`config.mk`:
```
export PLATFORM = sky130hd
export DESIGN_NAME = poolb_ctrl_u6_s2k2
export DESIGN_NICKNAME = d
export VERILOG_FILES = /design/src/rtl/poolb_ctrl_u6_s2k2.sv
export SDC_FILE = /design/constraint.sdc
export NUM_CORES = 1
export LEC_CHECK = 0
export CORE_MARGIN = 5
export CORE_UTILIZATION = 53
export DETAILED_ROUTE_END_ITERATION = 8
export HOLD_SLACK_MARGIN = 0.15
export PLACE_DENSITY = 0.86
export SLEW_MARGIN = 15
export SYNTH_ARGS = -nofsm -noshare
export SYNTH_HDL_FRONTEND = slang
export SYNTH_SLANG_ARGS = --single-unit
```
`constraint.sdc`:
```
create_clock -name clk -period 3.4 [get_ports clk]
set_input_delay 0.85 -clock clk [delete_from_list [all_inputs] [get_ports clk]]
set_output_delay 0.85 -clock clk [all_outputs]
set_load 0.01 [all_outputs]
```
`src/rtl/poolb_ctrl_u6_s2k2.sv`:
```
// ---------------------------------------------------------------------------
// poolb_ctrl_u6_s2k2
// Sequencer for the 6-unit, 2x2 stride-2 max-pool stage. One pass pools one
// group of feature maps. Port A reads the even row of each row pair and
// port B reads the odd row, one column per cycle. The block also drives the
// fifo/pool strobes of the datapath and generates the write addresses for
// the next layer's buffers. ifm_sel_next names the map group being written.
// ---------------------------------------------------------------------------
module poolb_ctrl_u6_s2k2 #(
    parameter int IFM_SIZE              = 10,
    parameter int IFM_DEPTH             = 16,
    parameter int KERNAL_SIZE           = 2,
    parameter int NUMBER_OF_UNITS       = 6,
    parameter int IFM_SIZE_NEXT         = (IFM_SIZE - KERNAL_SIZE) / 2 + 1,
    parameter int GROUPS                = (IFM_DEPTH + NUMBER_OF_UNITS - 1) / NUMBER_OF_UNITS,
    parameter int ADDRESS_SIZE_IFM      = $clog2(IFM_SIZE * IFM_SIZE),
    parameter int ADDRESS_SIZE_NEXT_IFM = $clog2(IFM_SIZE_NEXT * IFM_SIZE_NEXT),
    parameter int SEL_SIZE              = (GROUPS > 1) ? $clog2(GROUPS) : 1
) (
    input  logic                             clk,
    input  logic                             reset,
    input  logic                             start_from_previous,
    input  logic                             conv_ready,
    input  logic                             end_from_next,
    output logic                             end_to_previous,
    output logic                             ifm_enable_read_A_current,
    output logic                             ifm_enable_read_B_current,
    output logic [ADDRESS_SIZE_IFM-1:0]      ifm_address_read_A_current,
    output logic [ADDRESS_SIZE_IFM-1:0]      ifm_address_read_B_current,
    output logic                             fifo_enable,
    output logic                             pool_enable,
    output logic                             ifm_enable_write_next,
    output logic [ADDRESS_SIZE_NEXT_IFM-1:0] ifm_address_write_next,
    output logic                             start_to_next,
    output logic [SEL_SIZE-1:0]              ifm_sel_next
);

    // Output map size and the counter geometry of one pass.
    localparam int OS       = IFM_SIZE_NEXT;
    localparam int ROW_W    = (OS > 1) ? $clog2(OS) : 1;
    localparam int COL_W    = $clog2(2 * OS);
    localparam int LAST_ROW = OS - 1;
    localparam int LAST_COL = 2 * OS - 1;

    // IDLE waits for work. RUN issues one read per cycle. The two FLUSH states
    // drain the pool and write stages behind the last read.
    typedef enum logic [1:0] {
        ST_IDLE        = 2'd0,
        ST_RUN         = 2'd1,
        ST_FLUSH_POOL  = 2'd2,
        ST_FLUSH_WRITE = 2'd3
    } state_t;

    state_t                           state_r;
    logic [ROW_W-1:0]                 row_r;
    logic [COL_W-1:0]                 col_r;
    logic [ROW_W-1:0]                 next_row_s;
    logic [COL_W-1:0]                 next_col_s;
    logic [ADDRESS_SIZE_IFM-1:0]      next_addr_a_s;
    logic [ADDRESS_SIZE_IFM-1:0]      next_addr_b_s;
    logic [ADDRESS_SIZE_NEXT_IFM-1:0] pool_addr_s;
    logic [ADDRESS_SIZE_NEXT_IFM-1:0] pool_addr_r;
    logic                             last_read_s;
    logic                             launch_s;
    logic                             sel_last_s;

    logic                             pending_start_r;
    logic                             buf_free_r;
    logic                             rd_en_r;
    logic [ADDRESS_SIZE_IFM-1:0]      addr_a_r;
    logic [ADDRESS_SIZE_IFM-1:0]      addr_b_r;
    logic                             fifo_en_r;
    logic                             pool_en_r;
    logic                             wr_en_r;
    logic [ADDRESS_SIZE_NEXT_IFM-1:0] wr_addr_r;
    logic                             end_prev_r;
    logic                             start_next_r;
    logic [SEL_SIZE-1:0]              sel_r;

    // Next read position and its addresses, launch condition, group wrap.
    always_comb begin
        last_read_s = (row_r == ROW_W'(LAST_ROW)) && (col_r == COL_W'(LAST_COL));
        next_row_s  = '0;
        next_col_s  = '0;
        if ((state_r == ST_RUN) && !last_read_s) begin
            if (col_r == COL_W'(LAST_COL)) begin
                next_row_s = row_r + ROW_W'(1);
                next_col_s = '0;
            end else begin
                next_row_s = row_r;
                next_col_s = col_r + COL_W'(1);
            end
        end else begin
            // Every pass starts at row 0, column 0.
            next_row_s = '0;
            next_col_s = '0;
        end
        // Row pair r covers IFM rows 2r (port A) and 2r+1 (port B).
        next_addr_a_s = ADDRESS_SIZE_IFM'(32'(next_row_s) * 32'(2 * IFM_SIZE) + 32'(next_col_s));
        next_addr_b_s = next_addr_a_s + ADDRESS_SIZE_IFM'(IFM_SIZE);
        // Each odd column closes a 2x2 window. Its output goes to r*OS + c/2.
        pool_addr_s   = ADDRESS_SIZE_NEXT_IFM'(32'(row_r) * 32'(OS) + 32'(col_r >> 1'b1));
        sel_last_s    = (sel_r == SEL_SIZE'(GROUPS - 1));
        // The buffers of the next layer are only needed free at the first group.
        launch_s      = (state_r == ST_IDLE) && pending_start_r && conv_ready &&
                        ((sel_r != SEL_SIZE'(0)) || buf_free_r);
    end

    // Remember pending start and buffer-free events. A new event wins over
    // the clear that happens when a pass launches.
    always_ff @(posedge clk or negedge reset) begin
        if (!reset) begin
            pending_start_r <= 1'b0;
            buf_free_r      <= 1'b1;
        end else begin
            if (start_from_previous) begin
                pending_start_r <= 1'b1;
            end else if (launch_s) begin
                pending_start_r <= 1'b0;
            end else begin
                pending_start_r <= pending_start_r;
            end
            if (end_from_next) begin
                buf_free_r <= 1'b1;
            end else if (launch_s && (sel_r == SEL_SIZE'(0))) begin
                buf_free_r <= 1'b0;
            end else begin
                buf_free_r <= buf_free_r;
            end
        end
    end

    // Pass sequencer: read counters, read strobes and addresses, handshake pulses, group select.
    always_ff @(posedge clk or negedge reset) begin
        if (!reset) begin
            state_r      <= ST_IDLE;
            row_r        <= '0;
            col_r        <= '0;
            rd_en_r      <= 1'b0;
            addr_a_r     <= '0;
            addr_b_r     <= '0;
            end_prev_r   <= 1'b0;
            start_next_r <= 1'b0;
            sel_r        <= '0;
        end else begin
            end_prev_r   <= 1'b0;
            start_next_r <= 1'b0;
            case (state_r)
                ST_IDLE: begin
                    if (launch_s) begin
                        state_r  <= ST_RUN;
                        rd_en_r  <= 1'b1;
                        row_r    <= next_row_s;
                        col_r    <= next_col_s;
                        addr_a_r <= next_addr_a_s;
                        addr_b_r <= next_addr_b_s;
                    end else begin
                        state_r  <= ST_IDLE;
                        rd_en_r  <= 1'b0;
                    end
                end
                ST_RUN: begin
                    if (last_read_s) begin
                        state_r  <= ST_FLUSH_POOL;
                        rd_en_r  <= 1'b0;
                        row_r    <= '0;
                        col_r    <= '0;
                        addr_a_r <= '0;
                        addr_b_r <= '0;
                    end else begin
                        state_r  <= ST_RUN;
                        rd_en_r  <= 1'b1;
                        row_r    <= next_row_s;
                        col_r    <= next_col_s;
                        addr_a_r <= next_addr_a_s;
                        addr_b_r <= next_addr_b_s;
                    end
                end
                ST_FLUSH_POOL: begin
                    // The release pulse lines up with the last write of the pass.
                    state_r    <= ST_FLUSH_WRITE;
                    end_prev_r <= 1'b1;
                end
                ST_FLUSH_WRITE: begin
                    // The select changes only after the last write of the group.
                    state_r <= ST_IDLE;
                    if (sel_last_s) begin
                        sel_r        <= '0;
                        start_next_r <= 1'b1;
                    end else begin
                        sel_r        <= sel_r + SEL_SIZE'(1);
                    end
                end
                default: begin
                    state_r <= ST_IDLE;
                    rd_en_r <= 1'b0;
                end
            endcase
        end
    end

    // Datapath strobes delayed to match the 1-cycle read latency and the pool register.
    always_ff @(posedge clk or negedge reset) begin
        if (!reset) begin
            fifo_en_r   <= 1'b0;
            pool_en_r   <= 1'b0;
            pool_addr_r <= '0;
            wr_en_r     <= 1'b0;
            wr_addr_r   <= '0;
        end else begin
            fifo_en_r <= rd_en_r && !col_r[0];
            pool_en_r <= rd_en_r && col_r[0];
            if (rd_en_r && col_r[0]) begin
                pool_addr_r <= pool_addr_s;
            end else begin
                pool_addr_r <= pool_addr_r;
            end
            wr_en_r <= pool_en_r;
            if (pool_en_r) begin
                wr_addr_r <= pool_addr_r;
            end else begin
                wr_addr_r <= wr_addr_r;
            end
        end
    end

    assign end_to_previous            = end_prev_r;
    assign ifm_enable_read_A_current  = rd_en_r;
    assign ifm_enable_read_B_current  = rd_en_r;
    assign ifm_address_read_A_current = addr_a_r;
    assign ifm_address_read_B_current = addr_b_r;
    assign fifo_enable                = fifo_en_r;
    assign pool_enable                = pool_en_r;
    assign ifm_enable_write_next      = wr_en_r;
    assign ifm_address_write_next     = wr_addr_r;
    assign start_to_next              = start_next_r;
    assign ifm_sel_next               = sel_r;

endmodule

```
==> impl_metrics.yaml <==
placement:
  dpl.hpwl_um: 3070
  io_buffers: 32
  dp_slack_ps: 263
  place.gp.congestion: 0.891
layout:
  drive_gt1_share_pct: 12.9
  seqCellArea_um2: 1000
  antenna_cells: 0
  fillCellCount: 312
  syn_to_final_growth_pct: 22.3
  multi_input_area_um2: 1080
  fin_nets: 255
floorplan:
  top_level_ports: 33
  die_y_um: 73.8
  start_util_pct: 54.3
  die-area_um2: 5440
  num_rows: 23
  core_area_um2: 3970
  die_w_um: 73.8
critical_path:
  critPathBufInv: 1
  cp_slowest_stage_delay_ps: 430
  arrival_ps: 3290
  crit_type: "reg2reg"
  critPathSlowestCell: "dfrtp_1"
  path_cells: "inv_1, ha_1, nand3b_1, o211a_1, or2_2, ha_1, ha_1, nand2b_1, a21oi_1, a211o_1, nor3_1, o31ai_2"
  cp_top_family: "simple AND/OR/NAND/NOR gates"
  path_common_cell: "ha_1"
  crit_path_end_kind: "flop"
  crit_required_ps: 3550
  crit_fanout: 6
  start_kind: "flop"
yosys:
  yosys-top-cells-area: "dfrtp_1, ha_1, nand2_1"
  synth_fp_nets: 222
  synth_warnings: 0
  synthDistinctLibCells: 47
  avgSynthCellArea_um2: 10.8
  synth_most_common_cell: "dfrtp_1"
  synth_edf_count: 0
  async_flop_share_pct: 100
  postSynthCellCount: 199
  ys_ff_latch: 40
  yosysTopAreaCell: "dfrtp_1"
  synth_area_um2: 2150
  ys_seq_area_share_pct: 46.5
  synthTopCellsByCount: "dfrtp_1, nand2_1, ha_1, o21ai_0, mux2_2"
  synth_top_area_share_pct: 45.3
  synth_top_flop_cell: "dfrtp_1"
global_routing:
  busiest_layer: "met2"
  grt_max_degree: 41
  grt_overflow: 0
  grt_pass1_wl_um: 7610
  met1_usage_pct: 23.0
  grt_use_met3_pct: 3.97
  antenna_found_initial: 0
  grtUsageMet2_pct: 29.5
  grt_pass1_vias: 1642
  track_usage_pct: 17.9
cts:
  ctsHtreeMaxLevel: 2
  tritoncts: "done"
  cts_buffers: 5
  clkSinkCount: 40
  cts_root_buf: "clkbuf_8"
  post_cts_buffers: 0
  clockBufferDepth: 2
  clock_latency_ps: 290
  cts.clk_slew.worst_paths_ps: 80
route:
  wl_per_cell_um: 15.2
  viasPerCell: 5.69
  via_count: 1610
  drt_iter0_markers: 108
  drc: 0
  wl_um: 4320
  dr.pass1.iters: 4
  ant_nets: 0
sta:
  worst_slack_ps: 265
  setup_violations: 0
  fmax_ghz: 0.319
  hold_violations: 0
  fin_skew_ps: 5.72
  worst_pin_slew_ps: 867
  maxSlewViolCount: 0
  slew_headroom_pct: 42.2
  min_period_over_period_pct: 92.2
  fin_crit_ps: 3130
power:
  peakVddDrop_uv: 202
  p_total_mw: 1.00
  p_leak_nw: 1.29
  powerDensity_nw_per_um2: 380
run_status:
  outcome: "finished clean"
run:
  drv_cap: 0
worst_hold_path:
  hp-class: "reg2reg"
power by group:
part / switching (mW) / internal, mW
registers: 0.00518 / 0.481
logic: 0.0364 / 0.0229
clock network: 0.162 / 0.293
total: 0.204 / 0.798
worst register-to-register path, stage by stage, from the launching register on:
cell and delay, ps:
dfrtp_1 430, inv_1 90, ha_1 200, nand3b_1 290, o211a_1 340, or2_2 320
ha_1 190, ha_1 330, nand2b_1 110, a21oi_1 40, a211o_1 340, nor3_1 240
o31ai_2 90
routing by layer:
layer / part of all wire [%] / vias up
met5: 0 / -
met4: 1.6 / 0
met3: 4.7 / 6
met2: 50 / 37
met1: 43 / 804
li1: - / 763
timing repair:
| item | 4_1_cts | 5_1_grt |
|---|---|---|
| endpoints found under the hold margin | 0 | 0 |
| hold buffers | 0 | 0 |
| endpoints found under the setup margin | 0 | 2 |
| resized for setup | 0 | 2 |
final timing paths:
kind / cells after the start / slack [ps] / endpoint / startpoint
max: 12 / 270 / ifm_address_read_B_current[5] / col_r[1]
min: 2 / 480 / ifm_address_read_B_current[3] / ifm_address_read_B_current[3]
max reg2reg: 12 / 270 / ifm_address_read_B_current[5] / col_r[1]
min reg2reg: 2 / 480 / ifm_address_read_B_current[3] / ifm_address_read_B_current[3]
max in group asynchronous: 1 / 2130 / col_r[0] / reset
min in group asynchronous: 1 / 670 / ifm_address_read_A_current[6] / reset
through the flow:
stage | hold WS, ps | util, % | area, um^2 | std cells | TNS (ps)
after floorplan | 441 | - | 2150 | 199 | 0
after CTS | 487 | 66.1 | 2630 | 283 | 0
after global placement | 458 | 62.8 | 2490 | 275 | 0
final | 483 | 66.4 | 2640 | 283 | 0
after detailed placement | 462 | 62.8 | 2490 | 275 | 0
after global routing | 511 | 66.4 | 2640 | 283 | -11.7
final cells by class:
| cell class | instances | share of cell area, % |
|---|---|---|
| multi-input cells | 145 | 41.1 |
| clock buffers | 6 | 2.75 |
| well taps | 50 | 2.37 |
| repair buffers | 34 | 12.5 |
| flip-flops and latches | 40 | 38.1 |
| inverters | 6 | 0.855 |
| clock inverters | 2 | 2.28 |
layout by cell type, fill, tap and decap left out, drive strengths merged, types with 2 or more instances in the layout:
| master | count |
|---|---|
| dfrtp | 39 |
| clkdlybuf4s50 | 31 |
| nand2 | 29 |
| ha | 16 |
| o21ai | 12 |
| mux2 | 9 |
| a21o | 9 |
| nor2 | 7 |
| a21oi | 6 |
| inv | 6 |
| xnor2 | 6 |
| clkbuf | 6 |
| nand3 | 5 |
| nand2b | 5 |
| nor3 | 4 |
| nor2b | 3 |
| xor2 | 3 |
| o31ai | 3 |
| buf | 3 |
| nor3b | 2 |
| o21a | 2 |
| a22o | 2 |
| o211ai | 2 |
| fa | 2 |
| bufinv | 2 |
logic make-up (layout without fill, tap and decap cells):
family | Yosys count | count (layout) | synth area share (%)
DFF | 40 | 40 | 46.5
adders and majority gates | 18 | 18 | 11.1
xor gates and xnor gates | 9 | 9 | 3.66
muxes | 10 | 10 | 5.17
and+or+nand+nor | 65 | 65 | 15.4
buffers and inverters | 14 | 48 | 3.60
AOI/OAI and AO/OA | 43 | 43 | 14.5
flip-flops by register name, indices dropped and copies added, names as in the netlist, named ones only:
register	cells
col_r	4
pool_enable	1
ifm_address_write_next	5
ifm_enable_read_A_current	1
start_to_next	1
pending_start_r	1
ifm_enable_write_next	1
end_to_previous	1
pool_addr_r	5
buf_free_r	1
fifo_enable	1
state_r	1
ifm_address_read_A_current	5
row_r	3
ifm_address_read_B_current	6
ifm_sel_next	2
(Power assumes the default switching activity.)
